### src/rtl/instr_fetch_queue_pkg.sv
// Shared frontend types for the instruction fetch queue: fetch slot entry and slot popcount.
package instr_fetch_queue_pkg;

   localparam int unsigned VLEN     = 32;
   // Upper bound on slots per fetch beat accepted by popcount_slots().
   localparam int unsigned MaxSlots = 8;

   typedef struct packed {
      logic [VLEN-1:0] addr;
      logic [31:0]     instr;
   } fetch_entry_t;

   function automatic int unsigned popcount_slots(input logic [MaxSlots-1:0] mask);
      int unsigned cnt;
      cnt = 0;
      for (int unsigned i = 0; i < MaxSlots; i++) begin
         cnt = cnt + {31'b0, mask[i]};
      end
      return cnt;
   endfunction

endpackage

### src/rtl/instr_fetch_queue_if.sv
// Fetch-side and decode-side handshake bundle of the instruction fetch queue.
interface instr_fetch_queue_if #(
   parameter int unsigned INSTR_PER_FETCH = 2,
   parameter int unsigned DEPTH           = 8
);
   import instr_fetch_queue_pkg::*;

   logic [INSTR_PER_FETCH-1:0]      valid_i;
   logic [INSTR_PER_FETCH*VLEN-1:0] addr_i;
   logic [INSTR_PER_FETCH*32-1:0]   instr_i;
   logic                            fetch_ready_o;
   logic                            instr_valid_o;
   logic                            instr_ready_i;
   logic [31:0]                     instr_o;
   logic [VLEN-1:0]                 addr_o;
   logic                            is_compressed_o;
   logic [$clog2(DEPTH):0]          usage_o;

   modport master (
      output valid_i, addr_i, instr_i, instr_ready_i,
      input  fetch_ready_o, instr_valid_o, instr_o, addr_o, is_compressed_o, usage_o
   );

   modport slave (
      input  valid_i, addr_i, instr_i, instr_ready_i,
      output fetch_ready_o, instr_valid_o, instr_o, addr_o, is_compressed_o, usage_o
   );

endinterface

### src/rtl/instr_slot_compact.sv
// Valid-mask compaction: per-slot write offset (valid slots below it) and total valid count.
module instr_slot_compact import instr_fetch_queue_pkg::*; #(
   parameter int unsigned INSTR_PER_FETCH = 2,
   localparam int unsigned CntW = $clog2(INSTR_PER_FETCH + 1)
) (
   input  logic [INSTR_PER_FETCH-1:0]           valid_i,
   output logic [INSTR_PER_FETCH-1:0][CntW-1:0] offset_o,
   output logic [CntW-1:0]                      count_o
);

   logic [MaxSlots-1:0] valid_ext;

   always_comb begin
      valid_ext = '0;
      valid_ext[INSTR_PER_FETCH-1:0] = valid_i;
      count_o = CntW'(popcount_slots(valid_ext));
      for (int unsigned i = 0; i < INSTR_PER_FETCH; i++) begin
         offset_o[i] = CntW'(popcount_slots(valid_ext & ((MaxSlots'(1) << i) - MaxSlots'(1))));
      end
   end

endmodule

### src/rtl/instr_fetch_queue.sv
// Instruction fetch queue: compacts re-aligned fetch slots into a circular FIFO, one issue per
// cycle. Define INSTR_FETCH_QUEUE_BYPASS_EN for same-cycle issue of the first slot when empty.
module instr_fetch_queue import instr_fetch_queue_pkg::*; #(
   parameter int unsigned INSTR_PER_FETCH = 2,
   parameter int unsigned DEPTH           = 8
) (
   input logic                clk_i,
   input logic                rst_ni,
   input logic                flush_i,
   instr_fetch_queue_if.slave bus
);

   localparam int unsigned CntW   = $clog2(INSTR_PER_FETCH + 1);
   localparam int unsigned PtrW   = $clog2(DEPTH);
   localparam int unsigned UsageW = PtrW + 1;

   fetch_entry_t                         mem_q [DEPTH];
   logic [PtrW-1:0]                      rptr_q, rptr_d, wptr_q, wptr_d;
   logic [UsageW-1:0]                    count_q, count_d;
   fetch_entry_t [INSTR_PER_FETCH-1:0]   slot_entry;
   logic [INSTR_PER_FETCH-1:0][CntW-1:0] slot_offset;
   logic [CntW-1:0]                      slot_cnt, push_cnt;
   logic [INSTR_PER_FETCH-1:0]           slot_we;
   logic [INSTR_PER_FETCH-1:0][PtrW-1:0] slot_idx;
   logic                                 fetch_ready, push, pop;
   logic                                 bypass_take;
   logic                                 head_valid;
   fetch_entry_t                         head;

   instr_slot_compact #(
      .INSTR_PER_FETCH(INSTR_PER_FETCH)
   ) u_compact (
      .valid_i (bus.valid_i),
      .offset_o(slot_offset),
      .count_o (slot_cnt)
   );

   always_comb begin
      for (int unsigned i = 0; i < INSTR_PER_FETCH; i++) begin
         slot_entry[i].addr  = bus.addr_i[i*VLEN +: VLEN];
         slot_entry[i].instr = bus.instr_i[i*32 +: 32];
      end
   end

   // Free-space check uses the registered count only, so a taken push can never overflow.
   assign fetch_ready = (UsageW'(DEPTH) - count_q) >= UsageW'(INSTR_PER_FETCH);
   assign push        = (|bus.valid_i) && fetch_ready && !flush_i;
   assign pop         = (count_q != '0) && bus.instr_ready_i && !flush_i;
   assign push_cnt    = push ? slot_cnt : '0;

`ifdef INSTR_FETCH_QUEUE_BYPASS_EN
   fetch_entry_t first_entry;
   logic         bypass_show;

   always_comb begin
      first_entry = slot_entry[0];
      for (int i = int'(INSTR_PER_FETCH) - 1; i >= 0; i--) begin
         if (bus.valid_i[i]) first_entry = slot_entry[i];
      end
   end

   assign bypass_show = (count_q == '0) && push;
   assign bypass_take = bypass_show && bus.instr_ready_i;

   always_comb begin
      head       = mem_q[rptr_q];
      head_valid = count_q != '0;
      if (bypass_show) begin
         head       = first_entry;
         head_valid = 1'b1;
      end
   end
`else
   assign bypass_take = 1'b0;

   always_comb begin
      head       = mem_q[rptr_q];
      head_valid = count_q != '0;
   end
`endif

   // A bypassed slot is always the lowest valid one (offset 0); the rest shift down by one.
   always_comb begin
      for (int unsigned i = 0; i < INSTR_PER_FETCH; i++) begin
         slot_we[i]  = push && bus.valid_i[i] && !(bypass_take && (slot_offset[i] == '0));
         slot_idx[i] = wptr_q + PtrW'(slot_offset[i]) - PtrW'(bypass_take);
      end
   end

   always_comb begin
      rptr_d  = rptr_q;
      wptr_d  = wptr_q;
      count_d = count_q;
      if (flush_i) begin
         rptr_d  = '0;
         wptr_d  = '0;
         count_d = '0;
      end else begin
         wptr_d  = wptr_q + PtrW'(push_cnt) - PtrW'(bypass_take);
         if (pop) rptr_d = rptr_q + PtrW'(1);
         count_d = count_q + UsageW'(push_cnt) - UsageW'(pop | bypass_take);
      end
   end

   always_ff @(posedge clk_i) begin
      if (!rst_ni) begin
         rptr_q  <= '0;
         wptr_q  <= '0;
         count_q <= '0;
      end else begin
         rptr_q  <= rptr_d;
         wptr_q  <= wptr_d;
         count_q <= count_d;
      end
   end

   always_ff @(posedge clk_i) begin
      for (int unsigned i = 0; i < INSTR_PER_FETCH; i++) begin
         if (rst_ni && slot_we[i]) mem_q[slot_idx[i]] <= slot_entry[i];
      end
   end

   assign bus.fetch_ready_o   = fetch_ready;
   assign bus.usage_o         = count_q;
   assign bus.instr_valid_o   = head_valid;
   assign bus.instr_o         = head_valid ? head.instr : '0;
   assign bus.addr_o          = head_valid ? head.addr : '0;
   assign bus.is_compressed_o = head_valid && (head.instr[1:0] != 2'b11);

endmodule

### src/flat_wrapper.sv
// flat-port wrapper written by rule: the top's interface ports become plain ports
module instr_fetch_queue_flat import instr_fetch_queue_pkg::*;
#(
   parameter int unsigned INSTR_PER_FETCH = 2,
   parameter int unsigned DEPTH           = 8
)
  (clk_i, rst_ni, flush_i, bus_valid_i, bus_addr_i, bus_instr_i, bus_instr_ready_i, bus_fetch_ready_o, bus_instr_valid_o, bus_instr_o, bus_addr_o, bus_is_compressed_o, bus_usage_o);
  instr_fetch_queue_if #(.INSTR_PER_FETCH(INSTR_PER_FETCH), .DEPTH(DEPTH)) bus_i ();
  input logic clk_i;
  input logic rst_ni;
  input logic flush_i;
  input wire logic [$bits(bus_i.valid_i)-1:0] bus_valid_i;
  input wire logic [$bits(bus_i.addr_i)-1:0] bus_addr_i;
  input wire logic [$bits(bus_i.instr_i)-1:0] bus_instr_i;
  input wire logic [$bits(bus_i.instr_ready_i)-1:0] bus_instr_ready_i;
  output wire logic [$bits(bus_i.fetch_ready_o)-1:0] bus_fetch_ready_o;
  output wire logic [$bits(bus_i.instr_valid_o)-1:0] bus_instr_valid_o;
  output wire logic [$bits(bus_i.instr_o)-1:0] bus_instr_o;
  output wire logic [$bits(bus_i.addr_o)-1:0] bus_addr_o;
  output wire logic [$bits(bus_i.is_compressed_o)-1:0] bus_is_compressed_o;
  output wire logic [$bits(bus_i.usage_o)-1:0] bus_usage_o;
  assign bus_i.valid_i = bus_valid_i;
  assign bus_i.addr_i = bus_addr_i;
  assign bus_i.instr_i = bus_instr_i;
  assign bus_i.instr_ready_i = bus_instr_ready_i;
  assign bus_fetch_ready_o = bus_i.fetch_ready_o;
  assign bus_instr_valid_o = bus_i.instr_valid_o;
  assign bus_instr_o = bus_i.instr_o;
  assign bus_addr_o = bus_i.addr_o;
  assign bus_is_compressed_o = bus_i.is_compressed_o;
  assign bus_usage_o = bus_i.usage_o;
  instr_fetch_queue #(.INSTR_PER_FETCH(INSTR_PER_FETCH), .DEPTH(DEPTH)) u_core (.clk_i(clk_i), .rst_ni(rst_ni), .flush_i(flush_i), .bus(bus_i));
endmodule
### config.mk
export PLATFORM = sky130hd
export DESIGN_NAME = instr_fetch_queue_flat
export DESIGN_NICKNAME = d
export VERILOG_FILES = /design/src/rtl/instr_fetch_queue_pkg.sv /design/src/rtl/instr_fetch_queue_if.sv /design/src/rtl/instr_slot_compact.sv /design/src/rtl/instr_fetch_queue.sv /design/src/flat_wrapper.sv
export SDC_FILE = /design/constraint.sdc
export NUM_CORES = 1
export LEC_CHECK = 0
export ABC_AREA = 0
export BUFFER_PORTS_ARGS = -buffer_cell sky130_fd_sc_hd__buf_4
export CAP_MARGIN = 20
export CORE_MARGIN = 4
export CORE_UTILIZATION = 55
export DETAILED_ROUTE_END_ITERATION = 10
export PLACE_DENSITY = 0.74
export SLEW_MARGIN = 20
export SYNTH_ARGS = -nofsm -noshare
export SYNTH_HDL_FRONTEND = slang
export SYNTH_SLANG_ARGS = --single-unit
### constraint.sdc
create_clock -name clk_i -period 9.2 [get_ports clk_i]
set_input_delay 1.84 -clock clk_i [delete_from_list [all_inputs] [get_ports clk_i]]
set_output_delay 1.84 -clock clk_i [all_outputs]
set_load 0.05 [all_outputs]
==> flow_summary.yaml <==
worst_setup_path:
  worstPathCellList: "buf_12 -> mux4_2 -> mux2i_1 -> nor2_1 -> buf_4"
  cp-end-kind: "primary output"
  worstPathRequired_ps: 7360
  worst_ep_arrival_time_ps: 3600
  critPathKind: "reg -> out"
  cpMaxStageDelayCell: "dfxtp_4"
  critPathMaxStageDelay_ps: 860
  reg2reg_slack_ps: 5010
  worstSetupStartpointType: "register"
  cp_max_fo: 94
clocking:
  ctsHtreeMaxLevel: 2
  clock_path_buffers: 3
  insertion_delay_ps: 610
  postCtsSetupRepairBufs: 0
  cts_buffers: 55
  cts_tree: "yes"
  clkTransAtPathRegs_ps: 60
  clock_sinks: 525
  ctsHoldBuffers: 0
  cts-resized-gates: 0
  cts-root-buf: "clkbuf_16"
layout:
  fin_nets: 1823
  drive_above_1_share: 0.5554
  finalInstanceArea_mm2: 0.03106
  area_delta_synth_final_pct: 13.12
die:
  core_mm2: 0.04915
  die_area_mm2: 0.05357
  die_h_um: 231.5
  start_util: 0.5587
  ioPinCount: 205
  row_count: 81
  die_w_um: 231.5
synth:
  syn-instance-count: 1492
  ys.flop_type: "edfxtp_1"
  async_reset_ff_frac: 0
  synth_edf_count: 512
  syn_area_mm2: 0.02746
  synth_top_area_share: 0.5599
  ys_top_cells_by_count: "512 x edfxtp_1, 267 x mux2_2, 245 x mux2_4, 128 x mux4_2, 80 x nor2_1"
  syn-num-nets: 1642
  yosys_warnings: 0
  synth.most_common_cell: "edfxtp_1"
  ys_seq_area_frac: 0.5693
  synth_area_leaders: "edfxtp_1 56%, mux2_4 13%, mux2_2 11%, mux4_2 10%, mux2i_1 2.3%"
  synth_area_per_cell_um2: 18.41
  synth_top_cell_by_area: "edfxtp_1"
  yosysUniqueCellTypes: 34
  ys_seq_elements: 525
status:
  outcome: "finished, final reports clean"
timing:
  worst-slew-pin-transition_ps: 1110
  skew_ps: 13.92
  finalCritPeriodShare: 0.5908
  fmax_mhz: 184.0
  setup_viol: 0
  slew_violations: 0
  hold_violations: 0
  fin_setup_tns_ps: 0
  hold_slack_ps: 486.9
  finalWorstSetupSlack_ps: 3765
  rsz0062_at_grt: "false"
  fin_crit_ps: 5435
  slew_headroom: 0.2603
detailed_routing:
  ant_nets: 0
  wl_per_cell_um: 27.25
  routed_wl_um: 64850
  firstDrtPassIters: 5
  remaining_drc_errors: 0
  drt_iter0_drc: 1138
  routed_via_density: 6.108
  num_vias: 14540
global_routing:
  grtUsageTotal: 0.2420
  grt_max_degree: 95
  met3_usage: 0.04499
  grt_pass1_vias: 15820
  grt_util_met1: 0.3233
  overflow: 0
  top_usage_layer: "met2"
  grt_pass1_wl_um: 98390
  use_met2: 0.4178
  antenna_found_initial: 4
job:
  cap_violations: 0
power_and_ir_drop:
  p_leak_nw: 11.20
  powerDensity_mw_per_mm2: 189.8
  peakVddDrop_v: 0.0001260
placement:
  place.gp.congestion: 0.7647
  post_dp_cell_area_mm2: 0.02948
  pre_cts_slack_ps: 3720
  dpl.hpwl_um: 37250
  io_buffers: 204
worst_hold_path:
  hp-class: "reg -> reg"
state kept, by name, summed over array words and instances (netlist names), named ones only:
register / cells
u_core.mem_q: 512
u_core.bus.usage_o: 4
u_core.rptr_q: 3
u_core.wptr_q: 3
cells in the final DEF (no fill, tap or decap), types with 2 or more instances in the layout:
cell type | synthesis | final
clkinvlp_4 | 0 | 2
o21ai_4 | 0 | 6
inv_1 | 16 | 16
clkinv_2 | 0 | 8
nor3b_1 | 2 | 2
ha_1 | 14 | 14
nand2_1 | 3 | 3
o21bai_4 | 0 | 2
clkinv_8 | 0 | 2
buf_4 | 5 | 222
xor2_1 | 6 | 6
mux2_4 | 245 | 245
and3_4 | 0 | 2
nor2_1 | 80 | 80
clkbuf_16 | 0 | 55
clkbuf_1 | 24 | 20
clkinv_1 | 0 | 11
dfxtp_1 | 13 | 10
nand3_4 | 0 | 6
nand3_1 | 7 | 6
a21oi_1 | 2 | 2
mux2i_1 | 64 | 64
diode_2 | 0 | 2
fa_1 | 2 | 2
nand4_1 | 2 | 2
mux4_2 | 128 | 128
edfxtp_1 | 512 | 512
xnor2_1 | 2 | 2
nand4b_1 | 2 | 2
dfxtp_4 | 0 | 3
mux2_2 | 267 | 267
critical path: cells and delay by family, from the launching register on:
| family | cells | cell delay, ps |
|---|---|---|
| and+or+nand+nor | 1 | 80 |
| muxes | 2 | 1070 |
| DFF | 1 | 860 |
| buffers and inverters | 2 | 910 |
layout make-up:
class	instances	area, um2
clock buffer	75	1451
sequential	525	15650
tap	664	830.8
multi-input combinational	850	11220
inverter	16	60.06
antenna	2	5.005
timing repair buffer	225	1725
clock inverter	23	128.9
fill	3429	18090
path summary, 6_finish.rpt:
path                                         start                      endpoint  cells after the start
setup / recovery                          register                bus_addr_o[28]                      5
hold / removal       u_core.rptr_q[1]$_SDFFE_PP0P_                      register                      2
setup reg to reg  u_core.bus.usage_o[1]$_SDFF_PP0_  u_core.mem_q[5][8]$_DFFE_PP_                      7
hold reg to reg      u_core.rptr_q[1]$_SDFFE_PP0P_                      register                      2
cells by family after synthesis:
family | Yosys count | synth area share
compound gates | 13 | 0.002734
xor+xnor | 8 | 0.002552
fa+ha+maj | 16 | 0.007837
buf+inv | 117 | 0.02770
flops | 525 | 0.5693
mux | 704 | 0.3717
simple gates | 109 | 0.01809
per-layer routing:
metal / wire (um) / part of all wire
met1: 26650 / 0.41
met3: 4157 / 0.064
met5: 20 / 0.00031
met4: 1122 / 0.017
met2: 32890 / 0.51
per-stage QoR:
stage,std cells,util,power [W]
2_1_floorplan,1492,-,0.003550
3_3_place_gp,2279,0.5991,0.003935
3_5_place_dp,2280,0.5997,0.003951
4_1_cts,2378,0.6318,0.005944
5_1_grt,2378,0.6319,0.006107
6_report,2380,0.6320,0.005896
report_power, final:
group | internal, W | total (W) | switching (W)
clock | 0.00110 | 0.00201 | 0.000906
sequential | 0.00268 | 0.00270 | 0.0000234
combinational | 0.000442 | 0.00119 | 0.000749
Power figures use the tool's default switching activity.
